[config.mk]
export PLATFORM = sky130hd
export DESIGN_NAME = i2s_tx
export DESIGN_NICKNAME = d
export VERILOG_FILES = /design/src/rtl/i2s_tx.sv
export SDC_FILE = /design/constraint.sdc
export NUM_CORES = 1
export LEC_CHECK = 0
export ABC_AREA = 1
export CORE_AREA = 2 2 84 94
export DETAILED_ROUTE_END_ITERATION = 8
export DIE_AREA = 0 0 86 96
export GPL_ROUTABILITY_DRIVEN = 0
export PLACE_DENSITY = 0.73
export RECOVER_POWER = 25
export SLEW_MARGIN = 20
export SYNTH_ARGS = -nofsm -noshare
export SYNTH_HDL_FRONTEND = slang
export SYNTH_SLANG_ARGS = --single-unit
[constraint.sdc]
create_clock -name clk_12Mhz -period 1.4 [get_ports clk_12Mhz]
set_input_delay 0.35 -clock clk_12Mhz [delete_from_list [all_inputs] [get_ports clk_12Mhz]]
set_output_delay 0.35 -clock clk_12Mhz [all_outputs]
set_load 0.01 [all_outputs]
[src/rtl/i2s_tx.sv]
// i2s_tx: Philips I2S serializer; BCLK/LRCK from the audio divider are sampled as data in the clk_12Mhz domain.
// One stereo pair per frame through a 1-deep holding register; each channel left-justified in its slot.
module i2s_tx #(
   parameter int DATA_WIDTH = 16,
   parameter int SLOT_WIDTH = 16
) (
   input  logic                  clk_12Mhz,
   input  logic                  reset,
   input  logic                  bclk,
   input  logic                  lrck,
   input  logic [DATA_WIDTH-1:0] sample_l,
   input  logic [DATA_WIDTH-1:0] sample_r,
   input  logic                  sample_valid,
   output logic                  sample_ready,
   output logic                  sdata,
   output logic                  locked,
   output logic                  frame_start,
   output logic                  underrun,
   output logic                  sync_err
);
   localparam int FW = 2 * SLOT_WIDTH;
   localparam int CW = $clog2(FW);
   localparam logic [0:0] UNLOCKED = 1'b0;
   localparam logic [0:0] RUN = 1'b1;
   logic [0:0] state;
   logic bclk_q, lrck_q, hold_full;
   logic [FW-1:0] hold, sr;
   logic [CW-1:0] bit_cnt;
   logic [SLOT_WIDTH-1:0] slot_l, slot_r;
   logic bfall, lfall, lrise, accept, run;
   assign bfall = bclk_q & ~bclk;
   assign lfall = lrck_q & ~lrck;
   assign lrise = ~lrck_q & lrck;
   assign run = state == RUN;
   assign locked = run;
   assign sample_ready = ~reset & ~hold_full;
   assign accept = sample_valid & sample_ready;
   assign slot_l = SLOT_WIDTH'(sample_l) << (SLOT_WIDTH - DATA_WIDTH);
   assign slot_r = SLOT_WIDTH'(sample_r) << (SLOT_WIDTH - DATA_WIDTH);
   always_ff @(posedge clk_12Mhz) begin
      if (reset) begin
         state       <= UNLOCKED;
         bclk_q      <= 1'b0;
         lrck_q      <= 1'b0;
         hold_full   <= 1'b0;
         hold        <= '0;
         sr          <= '0;
         bit_cnt     <= '0;
         sdata       <= 1'b0;
         frame_start <= 1'b0;
         underrun    <= 1'b0;
         sync_err    <= 1'b0;
      end else begin
         bclk_q      <= bclk;
         lrck_q      <= lrck;
         frame_start <= 1'b0;
         underrun    <= 1'b0;
         sync_err    <= 1'b0;
         if (accept) begin
            hold      <= {slot_l, slot_r};
            hold_full <= 1'b1;
         end
         // sr is all-zero while unlocked, so the locking edge still drives sdata low
         if (bfall & lfall) begin
            sdata       <= sr[FW-1];
            sr          <= hold_full ? hold : '0;
            underrun    <= ~hold_full;
            sync_err    <= run & (bit_cnt != '0);
            bit_cnt     <= CW'(1);
            frame_start <= 1'b1;
            state       <= RUN;
            if (hold_full) hold_full <= 1'b0;
         end else if (bfall & run) begin
            sdata    <= sr[FW-1];
            sr       <= sr << 1;
            bit_cnt  <= (bit_cnt == CW'(FW - 1)) ? '0 : bit_cnt + 1'b1;
            sync_err <= lrise & (bit_cnt != CW'(SLOT_WIDTH));
         end
      end
   end
endmodule
# Word-level counts from Yosys, hierarchy flattened

Index checks and enable logic that the tools add are counted.

Register bits after elaboration: 77
Input port bits: 37
Word-level logic and storage cells: 48

Add/subtract/negate cells: 1
Equality and inequality tests: 2
Muxes and demuxes: 14
Bitwise logic cells: 15
Reductions and logical operators: 4

Operators by type and width:

| operator              | count |
|---|---|
| $mux W32              | 3 |
| $mux W1               | 10 |
| $and A1 B1 Y1         | 9 |
| $not A1 Y1            | 6 |
| $add A5 B1 Y5 const B | 1 |
| $eq A5 B5 Y1 const B  | 1 |
| $mux W5               | 1 |
| $ne A5 B5 Y1 const B  | 1 |
| $reduce_bool A5 Y1    | 1 |
| $reduce_or A2 Y1      | 2 |
| $reduce_bool A2 Y1    | 1 |

# Longest topological paths before layout

Gate-level depths: netlist (run 1).

Depth in word-level cells: 6
Mapped depth: 9
Gate-level depth less buffers: 8

# Least setup slack after synthesis (run 1)

OpenSTA, ideal clock, no wires.

Kind: flip-flop to flip-flop
Start point: register bit_cnt[0]
End point: register bit_cnt[4]
Library setup time: 116 ps
Arrival: 1284 ps
Data required time: 1284 ps
Path slack: -1 ps
Stages on the path, launching flop included: 8
Clock period less this slack: 1401 ps
Cells stage by stage: dfxtp_1 -> ha_1 -> nand2_1 -> nor2_1 -> ha_1 -> or2_2 -> o211ai_1 -> inv_1

Cells in the longest elaborated chain, start to end: 2
Elaborated cells on any way between the ends: 3
Classes of those cells: 1 x add/sub; 1 x eq/ne; 1 x mux

RTL lines:

| item                                          | RTL line | source |
|---|---|---|
| start: declaration                            | 28       | `logic [CW-1:0] bit_cnt;` |
| start signal: assignment                      | 76       | `bit_cnt <= (bit_cnt == CW'(FW - 1)) ? '0 : bit_cnt + 1'b1;` |
| $add A5 B1 Y5 or $eq A5 B5 Y1 (tied branches) | 76       |  |
| $mux W5 (*)                                   | 76       |  |

Mark *: on every way between the ends. The rest lies on a longest branch, timed or not.
A chain may end at the register's enable or synchronous reset.

# Final worst setup path (run 1)

Start point: register bit_cnt[1]
End point: register bit_cnt[4]

The elaborated chain is that of the path after synthesis.

==> results.sh, run 1 <==
export IMPL_outcome="completed"
export IMPL_tightest_slew_ns=0.3782
export IMPL_period_minus_slack_ns=1.358
export IMPL_final_common_cell="nand2_1"
export IMPL_final_cell_mix="nand2_1 (154), dfxtp_1 (74), nand3_1 (67)"
export IMPL_via_per_inst=5.252
export IMPL_slew_viol_final=0
export IMPL_slew_headroom_pct=74.76
export IMPL_core_um2=7308
export IMPL_post_place_ws_ns=-0.4520
export IMPL_fillers=677
export IMPL_num_vias=3309
export IMPL_avgSynthCellArea_um2=7.235
export IMPL_cp_max_fo=2
export IMPL_antenna_found_initial=0
export IMPL_num_antenna_cells=0
export IMPL_cts_max_level=3
export IMPL_skew_ns=0.01205
export IMPL_grt_max_degree=51
export IMPL_nNetsFinal=578
export IMPL_synth_cell_types=28
export IMPL_drt_pass1_iterations=4
export IMPL_clk_latency_ns=0.35
export IMPL_ys_warnings_count=0
export IMPL_syn_cell_area_um2=3523
export IMPL_rows=33
export IMPL_path_class="flip-flop to flip-flop"
export IMPL_grt_pass1_vias=2985
export IMPL_syn_nets=527
export IMPL_numCtsBuffers=9
export IMPL_tritoncts="yes"
export IMPL_track_usage_pct=20.23
export IMPL_synth_edf_count=0
export IMPL_powerDensity_nw_per_um2=1048
export IMPL_wirelength_um=8146
export IMPL_required_ns=1.64
export IMPL_synth_top_area_share_pct=43.75
export IMPL_cp_start_kind="flip-flop"
export IMPL_hold_buffers=0
export IMPL_synth_area_leaders="dfxtp_1 (44%), nand2_1 (17%), nand3_1 (9.5%)"
export IMPL_chipHeight_um=96
export IMPL_drc_errors=0
export IMPL_vdd_drop_max_mv=0.5232
export IMPL_cts_buffer_depth=2
export IMPL_ant_nets=0
export IMPL_worstPathArrival_ns=1.60
export IMPL_synthArstFlopShare_pct=0
export IMPL_wl_per_cell_um=12.93
export IMPL_synth_seq_area_share_pct=43.75
export IMPL_fin_util_pct=60.76
export IMPL_ios=43
export IMPL_die_x_um=86
export IMPL_setup_viol=0
export IMPL_min_period_over_period_pct=97.01
export IMPL_finalHoldViolations=0
export IMPL_root_buffer="clkbuf_8"
export IMPL_grt_pass1_wl_um=13250
export IMPL_syn_inst=487
export IMPL_syn2layout_area_growth_pct=26.03
export IMPL_die_area_um2=8256
export IMPL_setup_slack_ns=0.04191
export IMPL_clk_pin_slew_ns=0.08
export IMPL_fmax_ghz=0.7363
export IMPL_start_util_pct=48.21
export IMPL_first_iter_violations=218
export IMPL_drive_gt1_share_pct=12.89
export IMPL_place_hpwl_um=5223
export IMPL_max_cap_violations=0
export IMPL_grt_overflow=0
export IMPL_synth_ff_type="dfxtp_1"
export IMPL_p_leak_nw=2.048
export IMPL_ys_ff_latch=77
export IMPL_io_buffers=42
export IMPL_critPathCaptureType="flip-flop"
export IMPL_hp_class="input port to flip-flop"
export IMPL_cts_sinks=77
export IMPL_yosys_area_top_type="dfxtp_1"
path summary, 6_finish.rpt:
kind / cells past startpoint / endpoint / slack, ns / startpoint
hold / removal: 3 / underrun / 0.36 / reset
setup reg to reg: 7 / bit_cnt[4] / 0.04 / bit_cnt[1]
setup / recovery: 7 / bit_cnt[4] / 0.04 / bit_cnt[1]
hold reg to reg: 2 / sr[0] / 0.47 / sr[0]
cells by family after synthesis:
kind of cell,Yosys count,share of synthesized area (%)
XOR/XNOR,2,0.4972
AO/OA/AOI/OAI,42,6.250
adder cells (fa/ha/maj),3,1.065
buffers and inverters,77,9.979
flip-flops,77,43.75
AND/OR/NAND/NOR,286,38.46
report_power, final:
group	switching (mW)	leakage [nW]	internal (mW)
sequential	0.0479	0.628	2.27
combinational	0.228	1.31	0.218
clock	0.783	0.110	1.10
total	1.06	2.05	3.59
registers in the layout, summed over array words and instances (netlist names):
signal / count
lrck_q: 1
hold_full: 1
hold: 32
underrun: 1
sdata: 1
sync_err: 1
locked: 1
bit_cnt: 5
sr: 32
frame_start: 1
bclk_q: 1
per-layer routing:
metal  global-route usage (%)  wire (um)  share of wire, %  vias to the layer above
li1                         -          -                 -                     1692
met1                    26.16       3707                46                     1526
met3                    4.374        431               5.3                       12
met2                    32.36       3847                47                       79
met4                    9.259        160               2.0                        0
met5                        0          0                 0                        -
Yosys cell counts (2+ instances only):
cell,n
clkbuf_1,6
dfxtp_1,77
buf_2,20
inv_1,33
nand3b_1,22
o211ai_1,3
buf_6,3
o21ai_1,12
nand4_1,24
xor2_1,2
a21oi_1,3
nor2_1,9
buf_4,4
nand2_1,155
o21ai_0,23
ha_1,3
nor2_4,2
nand3_1,67
buf_1,5
inv_2,6
timing repair:
action,CTS,global route
setup endpoints to repair,32,46
resized for setup,14,5
cloned,0,2
buffers inserted,2,5
endpoints found under the hold margin,0,0
pin swaps,5,6
metrics by stage:
stage               setup TNS (ns)  instances  total power, mW  area, um2  hold slack, ns
global placement            -24.61        605            2.778       4110          0.4505
CTS                              0        623            4.657       4348          0.4648
global route              -0.01984        630            4.838       4441          0.3649
floorplan                        0        487            2.578       3527          0.4372
finish                           0        630            4.652       4441          0.3552
detailed placement          -27.08        605            2.787       4110          0.4506
worst max-delay path, stage by stage, from the launching register on:
cell      delay [ns]
dfxtp_2         0.36
ha_4            0.13
nand2_1         0.05
nor2_1          0.10
ha_1            0.24
or2_4           0.24
o211ai_1        0.08
inv_1           0.05
area by class of cell:
type | count | area (um2) | area share, %
flip-flops and latches | 77 | 1545 | 34.80
clock buffers | 13 | 158.9 | 3.578
inverters | 39 | 146.4 | 3.297
repair buffers | 77 | 748.2 | 16.85
well taps | 87 | 108.9 | 2.451
clock inverters | 3 | 67.56 | 1.522
multi-input cells | 334 | 1665 | 37.50
No activity file was read; power rests on OpenSTA's default activity.
==> run 2: changes to the inputs <==
--- a/config.mk
+++ b/config.mk
@@ -6,11 +6,13 @@
 export NUM_CORES = 1
 export LEC_CHECK = 0
 export ABC_AREA = 1
-export CORE_AREA = 2 2 84 94
+export CELL_PAD_IN_SITES_DETAIL_PLACEMENT = 1
+export CELL_PAD_IN_SITES_GLOBAL_PLACEMENT = 1
+export CORE_AREA = 2 2 98 109
 export DETAILED_ROUTE_END_ITERATION = 8
-export DIE_AREA = 0 0 86 96
+export DIE_AREA = 0 0 100 111
 export GPL_ROUTABILITY_DRIVEN = 0
-export PLACE_DENSITY = 0.73
+export PLACE_DENSITY_LB_ADDON = 0.1
 export RECOVER_POWER = 25
 export SLEW_MARGIN = 20
 export SYNTH_ARGS = -nofsm -noshare
==> run 2 against run 1 <==
Against the previous run: final cell count up 6.3%; sequential power about the same; global-route usage down 1.1 points; maximum frequency about the same; first-iteration DRC count down 58%; critical path depth down 5; clock power up 32%; hold slack better by 0.065 ns.
==> results.sh, run 2 (synthesis results as in run 1) <==
export IMPL_cts_sinks=77
export IMPL_reg_top3="hold x32, sr x32, bit_cnt x5"
export IMPL_rows=39
export IMPL_outcome="completed"
export IMPL_rsz0062_at_grt="yes"
export IMPL_grt_pass1_wl_um=16620
export IMPL_multi_input_comb_area_um2=1657
export IMPL_ios=43
export IMPL_nNetsFinal=583
export IMPL_tightest_slew_ns=0.3237
export IMPL_grt_pass1_vias=3341
export IMPL_cp_max_fo=3
export IMPL_cts_max_level=3
export IMPL_final_common_cell="nand2_1"
export IMPL_core_um2=10150
export IMPL_io_buffers=42
export IMPL_max_cap_violations=0
export IMPL_slew_headroom_pct=78.42
export IMPL_slew_viol_final=0
export IMPL_final_area_um2=4710
export IMPL_drt_pass1_iterations=4
export IMPL_hp_class="input port to flip-flop"
export IMPL_vdd_drop_max_mv=0.5679
export IMPL_drive_gt1_share_pct=13.71
export IMPL_worst_path_largest_cell_delay_ns=0.35
export IMPL_clk_latency_ns=0.34
export IMPL_die_area_um2=11100
export IMPL_numCtsBuffers=9
export IMPL_required_ns=1.05
export IMPL_period_minus_slack_ns=1.357
export IMPL_start_util_pct=34.71
export IMPL_min_period_over_period_pct=96.91
export IMPL_fmax_ghz=0.7370
export IMPL_powerDensity_nw_per_um2=1134
export IMPL_dpl_cell_area_um2=4210
export IMPL_fillers=1271
export IMPL_p_leak_nw=2.163
export IMPL_crit_buf_inv=1
export IMPL_critPathTopFamily="flip-flops"
export IMPL_grt_overflow=0
export IMPL_dpl_cell_count=645
export IMPL_ant_nets=0
export IMPL_path_class="flip-flop to primary output"
export IMPL_chipHeight_um=111
export IMPL_cp_start_kind="flip-flop"
export IMPL_via_per_inst=5.036
export IMPL_setup_viol=0
export IMPL_cp_slowest_cell="dfxtp_2"
export IMPL_antenna_found_initial=0
export IMPL_cts_buffer_depth=2
export IMPL_syn2layout_area_growth_pct=33.66
export IMPL_worstPathArrival_ns=1.01
export IMPL_track_usage_pct=19.16
export IMPL_regArea_um2=1546
export IMPL_fin_cells=670
export IMPL_crit_chain="nor2_2, buf_2"
export IMPL_final_cell_mix="nand2_1 (154), dfxtp_1 (73), nand3_1 (67)"
export IMPL_tritoncts="yes"
export IMPL_hold_slack_ns=0.4204
export IMPL_die_x_um=100
export IMPL_place_hpwl_um=6368
export IMPL_grt_max_degree=29
export IMPL_first_iter_violations=91
export IMPL_hold_buffers=0
export IMPL_skew_ns=0.004666
export IMPL_num_vias=3374
export IMPL_clk_pin_slew_ns=0.06
export IMPL_wl_per_cell_um=15.49
export IMPL_critPathCaptureType="primary output"
export IMPL_drc_errors=0
export IMPL_wirelength_um=10380
export IMPL_root_buffer="clkbuf_16"
export IMPL_fin_util_pct=46.40
export IMPL_finalHoldViolations=0
export IMPL_num_antenna_cells=0
==> run 2: cell types whose count changed in the layout (fill, tap and decap cells not counted), moves of 2 or more <==
cell             delta
buf_4               -6
inv_2               -2
clkbuf_8           -10
buf_12              +3
clkinv_2            +3
clkdlybuf4s50_1     -2
buf_6               +3
inv_1               +2
clkbuf_16          +11
==> run 2: layout make-up <==
| cell class | count | area share, % |
|---|---|---|
| clock buffers | 10 | 5.074 |
| clock inverters | 5 | 1.594 |
| inverters | 39 | 3.108 |
| multi-input cells | 333 | 35.18 |
| flip-flops and latches | 77 | 32.84 |
| well taps | 123 | 3.268 |
| repair buffers | 83 | 18.94 |
==> run 2: path summary, 6_finish.rpt <==
kind / cells past startpoint / to / startpoint / slack (ns)
worst max-delay path: 2 / sample_ready / hold_full / 0.04
worst min-delay path: 3 / bclk_q / bclk / 0.42
worst max register to register: 7 / bit_cnt[4] / bit_cnt[1] / 0.05
worst min register to register: 2 / sr[0] / sr[0] / 0.47
==> run 2: timing repair <==
item                                   CTS  global route
endpoints found under the hold margin    0             0
pin swaps                                7             6
setup buffers                            3             3
gates resized for setup                 21             9
setup endpoints to repair               52            57
gates cloned                             1             3
==> run 2: worst reg2reg max path, stage by stage (launching register included) <==
cell      delay (ns)
dfxtp_2         0.36
ha_4            0.14
nand2_2         0.05
nor2_1          0.10
ha_1            0.24
or2_4           0.22
o211ai_1        0.09
inv_1           0.05
==> run 2: through the flow <==
| step | setup WS [ns] | TNS (ns) | total power [mW] |
|---|---|---|---|
| after floorplan | 0.01418 | 0 | 2.578 |
| after global placement | -0.5903 | -25.67 | 2.798 |
| after detailed placement | -0.5680 | -27.05 | 2.806 |
| after CTS | 0.001907 | 0 | 5.351 |
| after global routing | -0.03841 | -0.09759 | 5.584 |
| final | 0.04323 | 0 | 5.338 |
==> run 2: metal layers <==
layer  share of wire, %  track usage, %  up-vias
li1                   -               -     1698
met1                 50           26.60     1606
met2                 45           28.65       56
met3                3.2           3.090       14
met4                2.2           9.589        0
met5                  0               0        -
==> run 2: report_power, final <==
part	internal [mW]	switching, mW
clock network	1.59	0.908
registers	2.28	0.0518
logic	0.257	0.257
total	4.12	1.22
==> run 3: changes to the inputs <==
--- a/config.mk
+++ b/config.mk
@@ -8,9 +8,9 @@
 export ABC_AREA = 1
 export CELL_PAD_IN_SITES_DETAIL_PLACEMENT = 1
 export CELL_PAD_IN_SITES_GLOBAL_PLACEMENT = 1
-export CORE_AREA = 2 2 98 109
+export CORE_AREA = 2 2 102 104
 export DETAILED_ROUTE_END_ITERATION = 8
-export DIE_AREA = 0 0 100 111
+export DIE_AREA = 0 0 104 106
 export GPL_ROUTABILITY_DRIVEN = 0
 export PLACE_DENSITY_LB_ADDON = 0.1
 export RECOVER_POWER = 25
==> run 3 against run 2 <==
Against the previous run: clock power is 30% lower; wire length is 5.3% lower; clock skew is 0.0078 ns higher; critical path type is now flip-flop to flip-flop; utilization is 0.63 points lower; critical endpoint is now bit_cnt[4]; largest power group is now registers.
==> results.sh, run 3 (synthesis results as in run 1) <==
export IMPL_outcome="completed"
export IMPL_grt_overflow=0
export IMPL_vdd_drop_max_mv=0.3796
export IMPL_final_common_cell="nand2_1"
export IMPL_ff2ff_setup_slack_ns=0.05
export IMPL_skew_ns=0.01248
export IMPL_power_mw=4.517
export IMPL_via_per_inst=4.899
export IMPL_rows=37
export IMPL_start_util_pct=35.24
export IMPL_grt_busiest_layer="met2"
export IMPL_tns_ns=0
export IMPL_die_area_um2=11020
export IMPL_max_cap_violations=0
export IMPL_worstPathArrival_ns=1.59
export IMPL_period_minus_slack_ns=1.350
export IMPL_track_usage_pct=18.76
export IMPL_nNetsFinal=581
export IMPL_use_met1_pct=22.00
export IMPL_tightest_slew_ns=0.2392
export IMPL_p_leak_nw=2.084
export IMPL_ant_nets=0
export IMPL_fin_util_pct=45.77
export IMPL_min_delay_start="lrck"
export IMPL_grt_max_degree=31
export IMPL_final_area_um2=4577
export IMPL_place_hpwl_um=6633
export IMPL_drt_pass1_iterations=4
export IMPL_reg_top3="hold x32, sr x32, bit_cnt x5"
export IMPL_r2r_start="bit_cnt[0]"
export IMPL_fmax_ghz=0.7409
export IMPL_hold_slack_ns=0.4253
export IMPL_grtUsageMet3_pct=3.066
export IMPL_slew_viol_final=0
export IMPL_hp_class="input port to flip-flop"
export IMPL_cts_buffer_depth=2
export IMPL_cts_sinks=77
export IMPL_setup_viol=0
export IMPL_dpl_cell_area_um2=4302
export IMPL_wl_per_cell_um=14.44
export IMPL_num_antenna_cells=0
export IMPL_antenna_found_initial=0
export IMPL_io_buffers=42
export IMPL_required_ns=1.64
export IMPL_finalHoldViolations=0
export IMPL_ios=43
export IMPL_slew_headroom_pct=84.02
export IMPL_rsz0062_at_grt="yes"
export IMPL_hold_buffers=0
export IMPL_cp_max_fo=2
export IMPL_whs_endpoint="lrck_q"
export IMPL_clk_latency_ns=0.35
export IMPL_grt_pass1_vias=3403
export IMPL_drc_errors=0
export IMPL_clk_pin_slew_ns=0.08
export IMPL_powerDensity_nw_per_um2=986.9
export IMPL_num_vias=3336
export IMPL_core_um2=10000
export IMPL_cts_max_level=3
export IMPL_tritoncts="yes"
export IMPL_use_met2_pct=34.68
export IMPL_cp_start_kind="flip-flop"
export IMPL_path_class="flip-flop to flip-flop"
export IMPL_grt_pass1_wl_um=16620
export IMPL_min_path_cells=4
export IMPL_die_x_um=104
export IMPL_first_iter_violations=98
export IMPL_r2r_end="bit_cnt[4]"
export IMPL_wirelength_um=9832
export IMPL_min_period_over_period_pct=96.41
export IMPL_reg2reg_depth=7
export IMPL_final_cell_mix="nand2_1 (154), dfxtp_1 (73), nand3_1 (67)"
export IMPL_chipHeight_um=106
export IMPL_critPathCaptureType="flip-flop"
export IMPL_drive_gt1_share_pct=13.94
export IMPL_numCtsBuffers=9
export IMPL_syn2layout_area_growth_pct=29.90
export IMPL_root_buffer="clkbuf_8"
## run 3: cell count changes in the layout (fill, tap and decap cells not counted), moves of 3 or more
cell       previous run  this run
buf_4                22        27
clkbuf_16            12         0
buf_12                7        10
buf_6                 5         1
clkbuf_8              1        11
## run 3: power by group
group / switching, mW / internal, mW
Clock: 0.830 / 0.906
Sequential: 0.0476 / 2.27
Combinational: 0.237 / 0.226
## run 3: metal layers
metal	part of all wire [%]	vias up	wire length, um
met5	0	-	0
met4	1.3	0	127
met3	2.4	9	239
met2	51	38	5042
met1	45	1598	4423
li1	-	1691	-
## run 3: area by class of cell
class                           instances  area, um2
Inverter                               39      146.4
Fill cell                            1282       5423
Clock buffer                           11      151.4
Timing Repair Buffer                   81      850.8
Clock inverter                          4      47.55
Sequential cell                        77       1549
Multi-Input combinational cell        333       1662
Tap cell                              136      170.2
## run 3: stage by stage
stage / instances / worst slack [ns]
2_1_floorplan: 487 / 0.01418
3_3_place_gp: 663 / -0.4000
6_report: 681 / 0.05031
5_1_grt: 681 / -0.02612
4_1_cts: 680 / -0.01951
3_5_place_dp: 663 / -0.4829
## run 3: how the worst max path moves through the flow
stage	from	end	slack, ns	cells after the start
floorplan	bit_cnt[1]	bit_cnt[4]	0.01	7
global placement	bclk	sr[8]	-0.40	8
detailed placement	bclk	sr[4]	-0.48	8
CTS	hold_full	sample_ready	-0.02	2
global route	bit_cnt[1]	bit_cnt[4]	-0.03	7
finish	bit_cnt[0]	bit_cnt[4]	0.05	7
## run 3: timing repair
| item | CTS | global route |
|---|---|---|
| resized for setup | 18 | 4 |
| cloned | 1 | 0 |
| pin swaps | 6 | 5 |
| hold endpoints to repair | 0 | 0 |
| setup endpoints to repair | 33 | 38 |
| setup buffers | 1 | 1 |
## run 3: worst max-delay path, stage by stage, from the launching register on
cell and delay (ns):
dfxtp_4 0.36, ha_4 0.16, nand2_2 0.05, nor2_2 0.03, ha_1 0.27, or2_4 0.23, o211ai_1 0.09, inv_1 0.05
==> RTL change: new RTL, settings of run 1 <==
Register the output `sync_err` once more; this adds one clock of latency there. The other outputs are not delayed to match.
--- a/src/rtl/i2s_tx.sv
+++ b/src/rtl/i2s_tx.sv
@@ -24,2 +24,4 @@
    localparam logic [0:0] RUN = 1'b1;
+
+   logic sync_err_s0;
    logic [0:0] state;
@@ -51,3 +53,3 @@
          underrun    <= 1'b0;
-         sync_err    <= 1'b0;
+         sync_err_s0 <= 1'b0;
       end else begin
@@ -57,3 +59,3 @@
          underrun    <= 1'b0;
-         sync_err    <= 1'b0;
+         sync_err_s0 <= 1'b0;
          if (accept) begin
@@ -67,3 +69,3 @@
             underrun    <= ~hold_full;
-            sync_err    <= run & (bit_cnt != '0);
+            sync_err_s0 <= run & (bit_cnt != '0);
             bit_cnt     <= CW'(1);
@@ -76,3 +78,3 @@
             bit_cnt  <= (bit_cnt == CW'(FW - 1)) ? '0 : bit_cnt + 1'b1;
-            sync_err <= lrise & (bit_cnt != CW'(SLOT_WIDTH));
+            sync_err_s0 <= lrise & (bit_cnt != CW'(SLOT_WIDTH));
          end
@@ -80,2 +82,6 @@
    end
+   always_ff @(posedge clk_12Mhz) begin
+      sync_err <= sync_err_s0;
+   end
+
 endmodule
Formal check against the unedited RTL: not equivalent (Yosys sat finds a counterexample within 10 cycles, from zero or initial values and one cycle with reset high).
==> RTL change against run 1 <==
- synthesized cell count is 0.21% higher
- sequential cell count is 1 higher
- cell area fell by 2.2%
- worst setup slack lost 0.010 ns
- routed wire length shrank 6.9%
- first-iteration DRC count down 20%
- die area stayed put
- total power shrank 7.8%
- cell count down 1.4%
- area after synthesis rose by 0.57%
- critical endpoint unchanged
- largest power group unchanged
- highest routed layer unchanged
==> RTL change: results (changes against run 1) <==
<table>
<tr><th>Metric</th><th>Value</th></tr>
<tr><th colspan="2">Run status</th></tr>
<tr><td>Outcome</td><td>finished, final reports clean</td></tr>
<tr><th colspan="2">Routing</th></tr>
<tr><td>Total number of vias</td><td>3,235 (-2.2%)</td></tr>
<tr><td>Detailed route wirelength on metal2</td><td>3580 um (-6.9%)</td></tr>
<tr><td>Count of routing violations after the opening detailed-route iteration</td><td>174 (-20%)</td></tr>
<tr><td>Total met3 wirelength after detailed routing</td><td>275 um (-36%)</td></tr>
<tr><td>Post-Route M1 WL</td><td>3540 um (-4.5%)</td></tr>
<tr><th colspan="2">Cells and area</th></tr>
<tr><td>Final instance count without filler cells</td><td>621 (-1.4%)</td></tr>
<tr><td># nets final</td><td>571 (-1.2%)</td></tr>
<tr><td>Share of cells above drive strength 1</td><td>11.0% (-1.8 points)</td></tr>
<tr><th colspan="2">Yosys</th></tr>
<tr><td>Distinct cells, synth</td><td>28 (unchanged)</td></tr>
<tr><td>Cell count after synthesis</td><td>488 (+0.21%)</td></tr>
<tr><td>Leading cell types by total area after synthesis</td><td>dfxtp_1, nand2_1, nand3_1</td></tr>
<tr><td>Syn Nets</td><td>528 (+0.19%)</td></tr>
<tr><td>Proportion of synthesized chip area in sequential cells</td><td>44.1% (+0.32 points)</td></tr>
<tr><td>Top cells by count, synth</td><td>nand2_1, dfxtp_1, nand3_1</td></tr>
<tr><th colspan="2">Power</th></tr>
<tr><td>Net Sw Frac</td><td>23.7% (+0.92 points)</td></tr>
<tr><td>VDD IR-drop max</td><td>0.000538 V (+2.8%)</td></tr>
<tr><th colspan="2">Setup path</th></tr>
<tr><td>Crit-path max FO</td><td>2 (unchanged)</td></tr>
<tr><th colspan="2">Clocking</th></tr>
<tr><td>Maximum clock path buffer count</td><td>2 (unchanged)</td></tr>
<tr><th colspan="2">Global route</th></tr>
<tr><td>Total global routing track utilization</td><td>20.1% (-0.15 points)</td></tr>
<tr><td>Global-route wire length before repair</td><td>13,200 um (-0.26%)</td></tr>
<tr><td>Largest net degree at the start of global routing</td><td>39 (-24%)</td></tr>
<tr><td>Vias in the first global route</td><td>3,024 (+1.3%)</td></tr>
<tr><th colspan="2">Placement</th></tr>
<tr><td>Post-placement cell area</td><td>4140 um2 (+0.73%)</td></tr>
<tr><td>Number of cells after detailed placement</td><td>604 (-0.17%)</td></tr>
<tr><td>Post-place setup slack</td><td>-0.453 ns (-0.00101 ns)</td></tr>
<tr><th colspan="2">Hold path</th></tr>
<tr><td>Launch instance of the worst min-delay path</td><td>sync_err_s0</td></tr>
<tr><td>Hold endpoint</td><td>sync_err</td></tr>
<tr><td>Cell depth of the worst hold path</td><td>0 (-3)</td></tr>
<tr><th colspan="2">Timing</th></tr>
<tr><td>Worst clock skew on the final layout</td><td>0.00984 ns (-0.00220 ns)</td></tr>
</table>
-- RTL change: cell types whose count changed after synthesis --
| cell | change |
|---|---|
| dfxtp_1 | +1 |
-- RTL change: cells by family (layout without fill, tap and decap cells) --
logic type               Yosys count  in the layout  synth area share [%]
AO/OA/AOI/OAI                     42             42                  6.21
XOR/XNOR                           2              2                 0.494
adder cells (fa/ha/maj)            3              3                  1.06
buffers and inverters             77            122                  9.92
flip-flops                        78             78                  44.1
AND/OR/NAND/NOR                  286            287                  38.2
-- RTL change: worst register-to-register path: stages, from the launching register on --
cell      delay, ns
dfxtp_2        0.34
ha_4           0.16
nand2_1        0.06
nor2_1         0.04
ha_1           0.29
or2_4          0.24
o211ai_1       0.08
inv_1          0.05
-- RTL change: timing repair --
| item | CTS | global route |
|---|---|---|
| gates resized for setup | 15 | 1 |
| setup endpoints to repair | 18 | 15 |
| setup buffers | 2 | 0 |
| hold endpoints to repair | 0 | 0 |
| cloned | 1 | 0 |
| pin swaps | 6 | 5 |
-- RTL change: power groups by stage --
stage	sequential, W	clock (W)	combinational (W)
finish	0.00234	0.00152	0.000422
global route	0.00235	0.00166	0.000468
CTS	0.00234	0.00156	0.000432
detailed placement	0.00240	0	0.000427
global placement	0.00239	0	0.000421
floorplan	0.00238	0	0.000225
-- RTL change: metal layers --
| metal | vias to the layer above | global-route usage [%] |
|---|---|---|
| li1 | 1675 | - |
| met1 | 1484 | 24.2 |
| met2 | 58 | 34.2 |
| met3 | 18 | 3.09 |
| met4 | 0 | 11.2 |
| met5 | - | 0 |
-- RTL change: how the worst max path moves through the flow --
| stage | end | slack, ns | cells after the start |
|---|---|---|---|
| after global routing | bit_cnt[4] | -0.02 | 7 |
| final | bit_cnt[4] | 0.03 | 7 |
| after global placement | sr[8] | -0.41 | 8 |
| after CTS | bit_cnt[4] | 0.01 | 7 |
| after floorplan | bit_cnt[4] | 0.01 | 7 |
| after detailed placement | sr[31] | -0.45 | 8 |
-- RTL change: area by class of cell --
class                           count  area (um2)
Clock buffer                       13         169
Multi-Input combinational cell    334        1660
Inverter                           39         146
Timing Repair Buffer               69         688
Clock inverter                      1        5.00
Fill cell                         681        2970
Sequential cell                    78        1560
Tap cell                           87         109
-- RTL change: through the flow --
| stage | hold slack, ns | util, % |
|---|---|---|
| after floorplan | 0.310 | - |
| after global placement | 0.312 | 56.7 |
| after detailed placement | 0.323 | 56.7 |
| after CTS | 0.340 | 59.5 |
| after global routing | 0.345 | 59.4 |
| final | 0.335 | 59.4 |
